===== src/rtl/scan_ctrl_pkg.sv =====
// rtl/scan_ctrl_pkg.sv - shared state encoding and counter sizing for scan chain controllers
package scan_ctrl_pkg;

  typedef enum logic [1:0] {
    IDLE    = 2'd0,
    SHIFT   = 2'd1,
    CAPTURE = 2'd2,
    UNLOAD  = 2'd3
  } scan_state_e;

  function automatic int cnt_width(input int max_count);
    return $clog2(max_count + 1);
  endfunction

endpackage


===== src/rtl/scan_shift_reg.sv =====
// rtl/scan_shift_reg.sv - parallel-load, left-shifting serial register with parallel read
module scan_shift_reg #(
  parameter int W = 16
) (
  input  logic         clk,
  input  logic         resetn,
  input  logic         load,
  input  logic [W-1:0] load_data,
  input  logic         shift,
  input  logic         fill,
  output logic [W-1:0] q
);

  always_ff @(posedge clk) begin
    if (!resetn) begin
      q <= '0;
    end else if (load) begin
      q <= load_data;
    end else if (shift) begin
      q <= {q[W-2:0], fill};
    end
  end

endmodule


===== src/rtl/scan_chain_ctrl.sv =====
// rtl/scan_chain_ctrl.sv - scan test controller: pattern shift-in, capture, unload to parallel response
module scan_chain_ctrl
  import scan_ctrl_pkg::*;
#(
  parameter int CHAIN_LEN  = 16,
  parameter int CAP_CYCLES = 1
) (
  input  logic                 CK,
  input  logic                 RN,
  input  logic                 pat_valid,
  output logic                 pat_ready,
  input  logic [CHAIN_LEN-1:0] pat_data,
  output logic                 scan_input,
  output logic                 scan_enable,
  input  logic                 scan_output,
  output logic                 res_valid,
  input  logic                 res_ready,
  output logic [CHAIN_LEN-1:0] res_data,
  output logic                 busy
);

  localparam int CNT_W = cnt_width(CHAIN_LEN + CAP_CYCLES);
  localparam logic [CNT_W-1:0] SHIFT_LAST = CNT_W'(CHAIN_LEN - 1);
  localparam logic [CNT_W-1:0] CAP_LAST   = CNT_W'(CAP_CYCLES - 1);

  scan_state_e          state;
  logic [CNT_W-1:0]     cnt;
  logic                 pending;
  logic                 accept;
  logic                 last;
  logic                 in_shift;
  logic                 out_shift;
  logic [CHAIN_LEN-1:0] in_q;
  logic [CHAIN_LEN-1:0] out_q;
  logic                 unused_bits;

  always_comb begin
    pat_ready = 1'b0;
    case (state)
      IDLE:    pat_ready = !res_valid;
      CAPTURE: pat_ready = !res_valid && !pending;
      default: pat_ready = 1'b0;
    endcase
  end

  assign accept    = pat_valid && pat_ready;
  assign last      = (cnt == '0);
  assign busy      = (state != IDLE);
  assign in_shift  = (state == SHIFT) || (state == UNLOAD && pending);
  assign out_shift = (state == UNLOAD);

  // Only the two head bits of in_sr and the low bits of out_sr feed the FSM.
  assign unused_bits = ^{in_q, out_q[CHAIN_LEN-1]};

  scan_shift_reg #(.W(CHAIN_LEN)) in_sr (
    .clk       (CK),
    .resetn    (RN),
    .load      (accept),
    .load_data (pat_data),
    .shift     (in_shift),
    .fill      (1'b0),
    .q         (in_q)
  );

  scan_shift_reg #(.W(CHAIN_LEN)) out_sr (
    .clk       (CK),
    .resetn    (RN),
    .load      (1'b0),
    .load_data ('0),
    .shift     (out_shift),
    .fill      (scan_output),
    .q         (out_q)
  );

  // scan_input is pre-loaded one edge ahead so the pin carries the bit the chain samples next.
  always_ff @(posedge CK) begin
    if (!RN) begin
      state       <= IDLE;
      cnt         <= '0;
      pending     <= 1'b0;
      scan_enable <= 1'b0;
      scan_input  <= 1'b0;
      res_valid   <= 1'b0;
      res_data    <= '0;
    end else begin
      if (res_valid && res_ready) res_valid <= 1'b0;
      case (state)
        IDLE: begin
          if (accept) begin
            state       <= SHIFT;
            cnt         <= SHIFT_LAST;
            scan_enable <= 1'b1;
            scan_input  <= pat_data[CHAIN_LEN-1];
          end
        end
        SHIFT: begin
          if (last) begin
            state       <= CAPTURE;
            cnt         <= CAP_LAST;
            scan_enable <= 1'b0;
            scan_input  <= 1'b0;
          end else begin
            cnt        <= cnt - 1'b1;
            scan_input <= in_q[CHAIN_LEN-2];
          end
        end
        CAPTURE: begin
          if (accept) pending <= 1'b1;
          if (last) begin
            state       <= UNLOAD;
            cnt         <= SHIFT_LAST;
            scan_enable <= 1'b1;
            if (accept)       scan_input <= pat_data[CHAIN_LEN-1];
            else if (pending) scan_input <= in_q[CHAIN_LEN-1];
            else              scan_input <= 1'b0;
          end else begin
            cnt <= cnt - 1'b1;
          end
        end
        UNLOAD: begin
          if (last) begin
            // A still-unconsumed response is kept rather than overwritten.
            if (!res_valid || res_ready) begin
              res_valid <= 1'b1;
              res_data  <= {out_q[CHAIN_LEN-2:0], scan_output};
            end
            scan_enable <= 1'b0;
            scan_input  <= 1'b0;
            if (pending) begin
              state   <= CAPTURE;
              cnt     <= CAP_LAST;
              pending <= 1'b0;
            end else begin
              state <= IDLE;
            end
          end else begin
            cnt        <= cnt - 1'b1;
            scan_input <= pending ? in_q[CHAIN_LEN-2] : 1'b0;
          end
        end
        default: state <= IDLE;
      endcase
    end
  end

endmodule


===== config.mk =====
export PLATFORM = sky130hd
export DESIGN_NAME = scan_chain_ctrl
export DESIGN_NICKNAME = d
export VERILOG_FILES = /design/src/rtl/scan_ctrl_pkg.sv /design/src/rtl/scan_shift_reg.sv /design/src/rtl/scan_chain_ctrl.sv
export SDC_FILE = /design/constraint.sdc
export NUM_CORES = 1
export LEC_CHECK = 0
export ABC_AREA = 1
export CAP_MARGIN = 20
export CORE_MARGIN = 1
export CORE_UTILIZATION = 56
export CTS_BUF_LIST = sky130_fd_sc_hd__clkbuf_8 sky130_fd_sc_hd__clkbuf_16
export CTS_CLUSTER_SIZE = 16
export DETAILED_ROUTE_END_ITERATION = 12
export GPL_TIMING_DRIVEN = 0
export PLACE_DENSITY = 0.84
export SYNTH_ARGS = -nofsm -noshare
export SYNTH_HDL_FRONTEND = slang
export SYNTH_SLANG_ARGS = --single-unit

===== constraint.sdc =====
create_clock -name CK -period 2.1 [get_ports CK]
set_input_delay 0.42 -clock CK [delete_from_list [all_inputs] [get_ports CK]]
set_output_delay 0.42 -clock CK [all_outputs]
set_load 0.01 [all_outputs]

[Yosys cells after proc, flatten, opt, wreduce, memory -nomap -nowiden]
Cells that the tools add are included.
Cells by class
  eq/ne operators: 10
  $add $sub $neg: 1
  reduce and logical (&&, ||, !) cells: 20
  multiplexer cells: 32
Operators with widths (number)
  $mux 16: 2
  $mux 5: 5
  $pmux 5 s4: 1
  $mux 1: 14
  $mux 2: 5
  $ne 2x2->1 const B: 5
  $reduce_and 3->1: 3
  $pmux 2 s4: 1
  $reduce_bool 2->1: 3
  $logic_not 5->1: 1
  $sub 5x1->5 const B: 1
  $eq 2x2->1 const B: 2
  $logic_and 1x1->1: 4
  $pmux 1 s2: 2
  $pmux 1 s4: 1
  $reduce_and 2->1: 2
  $reduce_and 4->1: 1
  $ne 3x3->1 const B: 1
  $pmux 1 s3: 1
  $eq 2x1->1 const B: 1
  $logic_not 1->1: 2
  $logic_not 2->1: 1
  $logic_or 1x1->1: 2
  $ne 2x1->1 const B: 1
  $reduce_or 2->1: 1
Storage, ports and cells
  register bits after elaboration: 58
  output and inout port bits: 21
  word-level logic and storage cells: 72
  bits of input ports: 21

[Logic depth before layout (Yosys ltp)]
  word-level depth: 7
  gate-level depth with buffers: 9
  mapped depth without buffers: 9

[Hierarchy]
A second synthesis with hierarchy kept.
Second synthesis, totals
  cells, all modules: 423
  area, all modules: 2852.7 µm²
Modules (own cells, without submodules)
  scan_shift_reg: instances 2, cells an instance 124, sequential area each 320.3 µm², area each 812.0 µm²
  scan_chain_ctrl: instances 1, cells an instance 175, sequential area each 540.5 µm², area each 1228.7 µm²

[Least setup slack after synthesis]
No wires, ideal clock.
  kind: flip-flop to flip-flop
  start point: register cnt[0]
  end point: register res_data[1]
  library setup time: 116 ps
  required time: 1984 ps
  buffers on the path: 1
  stages on the path, launching flop included: 9
  period minus slack after synthesis: 1382 ps
  setup slack: 718 ps
  arrival: 1266 ps
  cell sequence: dfxtp_1 > inv_1 > ha_1 > nand3b_2 > nor2_4 > nand2_2 > clkbuf_2 > o21ai_0 > nor2_1
On the way
  cells in the longest elaborated chain, start to end: 2
RTL lines
  start, declared: line scan_chain_ctrl.sv:27  | logic [CNT_W-1:0] cnt;
  start signal, assigned: line scan_chain_ctrl.sv:103  | cnt <= cnt - 1'b1;
  start signal, assigned: line scan_chain_ctrl.sv:117  | cnt <= cnt - 1'b1;
  start signal, assigned: line scan_chain_ctrl.sv:137  | cnt <= cnt - 1'b1;
  $logic_not 5->1: line scan_chain_ctrl.sv:47  | assign last = (cnt == '0);
  $reduce_and 3->1 (no source line)
  end signal, assigned: line scan_chain_ctrl.sv:125  | res_data <= {out_q[CHAIN_LEN-2:0], scan_output};
  end, declared: line scan_chain_ctrl.sv:18  | output logic [CHAIN_LEN-1:0] res_data,
Every way passes these cells.
A chain may end at the register's enable or synchronous reset.

[Worst setup path after layout]
  start point: register state[0]
  end point: output busy
On the way
  cells in the longest elaborated chain, start to end: 1
RTL lines
  start, declared: line scan_chain_ctrl.sv:26  | scan_state_e state;
  start signal, assigned: line scan_chain_ctrl.sv:78  | state <= IDLE;
  start signal, assigned: line scan_chain_ctrl.sv:90  | state <= SHIFT;
  start signal, assigned: line scan_chain_ctrl.sv:98  | state <= CAPTURE;
  $reduce_bool 2->1: line scan_chain_ctrl.sv:48  | assign busy = (state != IDLE);
  end, declared: line scan_chain_ctrl.sv:19  | output logic busy
Every way passes these cells.

==> flow_summary_export.csv <==
group,metric,value,unit
clock_network,cts_tree,"done",
timing,slew_violations,0,
clock_network,clockBufferDepth,2,
critical_path,critical_path_arrival,1.60,ns
route,drtPass1Iterations,4,
route,drcViolationCount,0,
clock_network,cts_setup_buffers,0,
route,wl_per_cell,11.67,um
critical_path,cp-start-kind,"flop",
grt,antenna_found_initial,0,
cells_and_area,layout.nets,402,
timing,finClkSkew,0.005442,ns
logic_synthesis,synthCells,329,
min_path,worstHoldPathType,"flop to flop",
timing,worst_pin_slew,0.4757,ns
timing,final_hold_viol_count,0,
route,drt_iter0_drc,161,
grt,first_global_vias,1992,
timing,rsz0062_at_grt,"no",
cells_and_area,area_delta_synth_final,28.07,%
cells_and_area,layout_common_cells,"nand2_1 (80), nor2_1 (73), dfxtp_1 (58)",
logic_synthesis,ys_ff_latch,58,
floorplanning,dieArea,4482,sq um
clock_network,clockRootBuffer,"clkbuf_8",
power,power_density,1181,nW/um^2
route,via_count,2215,
timing,post-route-min-period,2.021,ns
cells_and_area,antenna_cells,0,
clock_network,clkLatencyLatePin,0.33,ns
floorplanning,core_area,4029,sq um
logic_synthesis,syn_area_per_cell,7.180,sq um
critical_path,cp-end-kind,"primary output",
critical_path,worst-path-max-fanout,10,
logic_synthesis,synth_flop_cell,"dfxtp_1",
route,wl,5077,um
critical_path,required,1.68,ns
cells_and_area,layout-drive-gt1-share,8.312,%
grt,grt_max_degree,11,
placed_design,portBuffers,40,
logic_synthesis,syn_area,2362,sq um
timing,fmax,494.9,MHz
power,peakVddDrop,0.7418,mV
outcome,outcome,"finished clean",
flow_run,maxCapViolCount,0,
placed_design,globalplace.congestion,0.8626,
cells_and_area,final_common_cell,"nand2_1",
cells_and_area,post-route-util,75.09,%
clock_network,cts.htree.levels,3,
logic_synthesis,yosysSeqAreaShare,49.15,%
power,leakage,1.241,nW
clock_network,cts_buffers,9,
critical_path,path_class,"flop to primary output",
timing,min_period_over_period,96.23,%
logic_synthesis,ys_warn_count,0,
power,totalPowerFinal,3.573,mW
timing,tns,0,ns
logic_synthesis,synthTopCellsByArea,"dfxtp_1 (49%), nand2_1 (13%), nor2_1 (12%)",
logic_synthesis,synth_nets,351,
route,drtAntennaViolNets,0,
grt,gr-usage-all-layers,24.76,%
floorplanning,fp.dieH,66.95,um
logic_synthesis,async_reset_ff_share,0,%
floorplanning,pin_count,42,
floorplanning,initial_core_util,58.63,%
grt,grt-ovfl-total,0,
logic_synthesis,synth_top_area_share,49.15,%
logic_synthesis,synth_cell_types,24,
clock_network,clk_pin_slew,0.06,ns
floorplanning,die_x,66.95,um
route,avgViaCountPerCell,5.092,
timing,slew-limit-headroom,68.29,%
logic_synthesis,synth_edf_count,0,
timing,setup_viol,0,
placed_design,dp_hpwl,3527,um
logic_synthesis,yosys.area.top_type,"dfxtp_1",
floorplanning,fp-row-count,23,
clock_network,cts.sink_count,58,
grt,grt_pass1_wl,8142,um
## flip-flops by register name (all words and copies together) (netlist names)
| signal | count |
|---|---|
| scan_enable | 1 |
| out_sr.q | 15 |
| res_valid | 1 |
| scan_input | 1 |
| in_sr.q | 16 |
| res_data | 16 |
| state | 2 |
| cnt | 5 |
| pending | 1 |
## kinds of logic after synthesis
logic type	after synthesis	share of synthesized area, %
compound gates	62	13.88
simple gates	170	29.13
buf+inv	37	6.938
xor+xnor	1	0.3708
flops	58	49.15
fa+ha+maj	1	0.5296
## cell usage after synthesis, types with 2 or more instances
cell type   n
a21oi_1     9
a31oi_1    14
buf_2       3
buf_6       2
clkbuf_1    7
dfxtp_1    58
inv_1      20
inv_2       2
nand2_1    80
nand2_2     3
nand3_1     7
nor2_1     74
nor2_4      2
o21ai_0    38
## power breakdown
| part | switching (mW) | total, mW | leakage (nW) | internal, mW |
|---|---|---|---|---|
| Sequential | 0.125 | 1.42 | 0.472 | 1.29 |
| Combinational | 0.694 | 1.14 | 0.656 | 0.450 |
| Clock | 0.411 | 1.01 | 0.113 | 0.598 |
## metrics by stage
step                instance area, sq um  instances  setup WS [ns]  hold WS, ns
finish                              3025        435        0.07919       0.4649
global route                        3025        435        0.01037       0.4925
CTS                                 3025        435        0.06989       0.4664
detailed placement                  2825        419         0.3106       0.4566
global placement                    2825        419         0.3272       0.4507
floorplan                           2362        329         0.7180       0.4392
## cell type report
class / instances / area [sq um]
Timing Repair Buffer: 40 / 400.4
Sequential cell: 58 / 1161
Inverter: 23 / 87.58
Clock buffer: 11 / 151.4
Clock inverter: 5 / 46.29
Fill cell: 314 / 1003
Buffer: 14 / 76.32
Multi-Input combinational cell: 234 / 1040
Tap cell: 50 / 62.56
## repair_timing
action	CTS	global route
endpoints found under the setup margin	1	0
gates resized for setup	1	0
hold buffers	0	0
## worst max-delay path, cell delays in order, from the launching register on
cell	delay (ns)
dfxtp_1	0.30
buf_6	0.14
nor2_2	0.24
inv_1	0.10
clkdlybuf4s50_1	0.49
## worst paths after layout
| path | endpoint | cells past startpoint | start | slack [ns] |
|---|---|---|---|---|
| setup / recovery | busy | 4 | state[0] | 0.08 |
| hold / removal | scan_input | 2 | scan_input | 0.46 |
| setup reg to reg | res_data[4] | 8 | cnt[0] | 0.42 |
| hold reg to reg | scan_input | 2 | scan_input | 0.46 |
## layer usage
layer / part of all wire, % / vias up / GRT usage, % / wire [um]
met5: 0 / - / 0 / 0
met1: 47 / 1011 / 28.42 / 2392
met4: 0.35 / 0 / 10.11 / 18
met3: 4.4 / 2 / 8.390 / 223
li1: - / 1153 / - / -
met2: 48 / 49 / 41.67 / 2442
(Power assumes the default switching activity.)
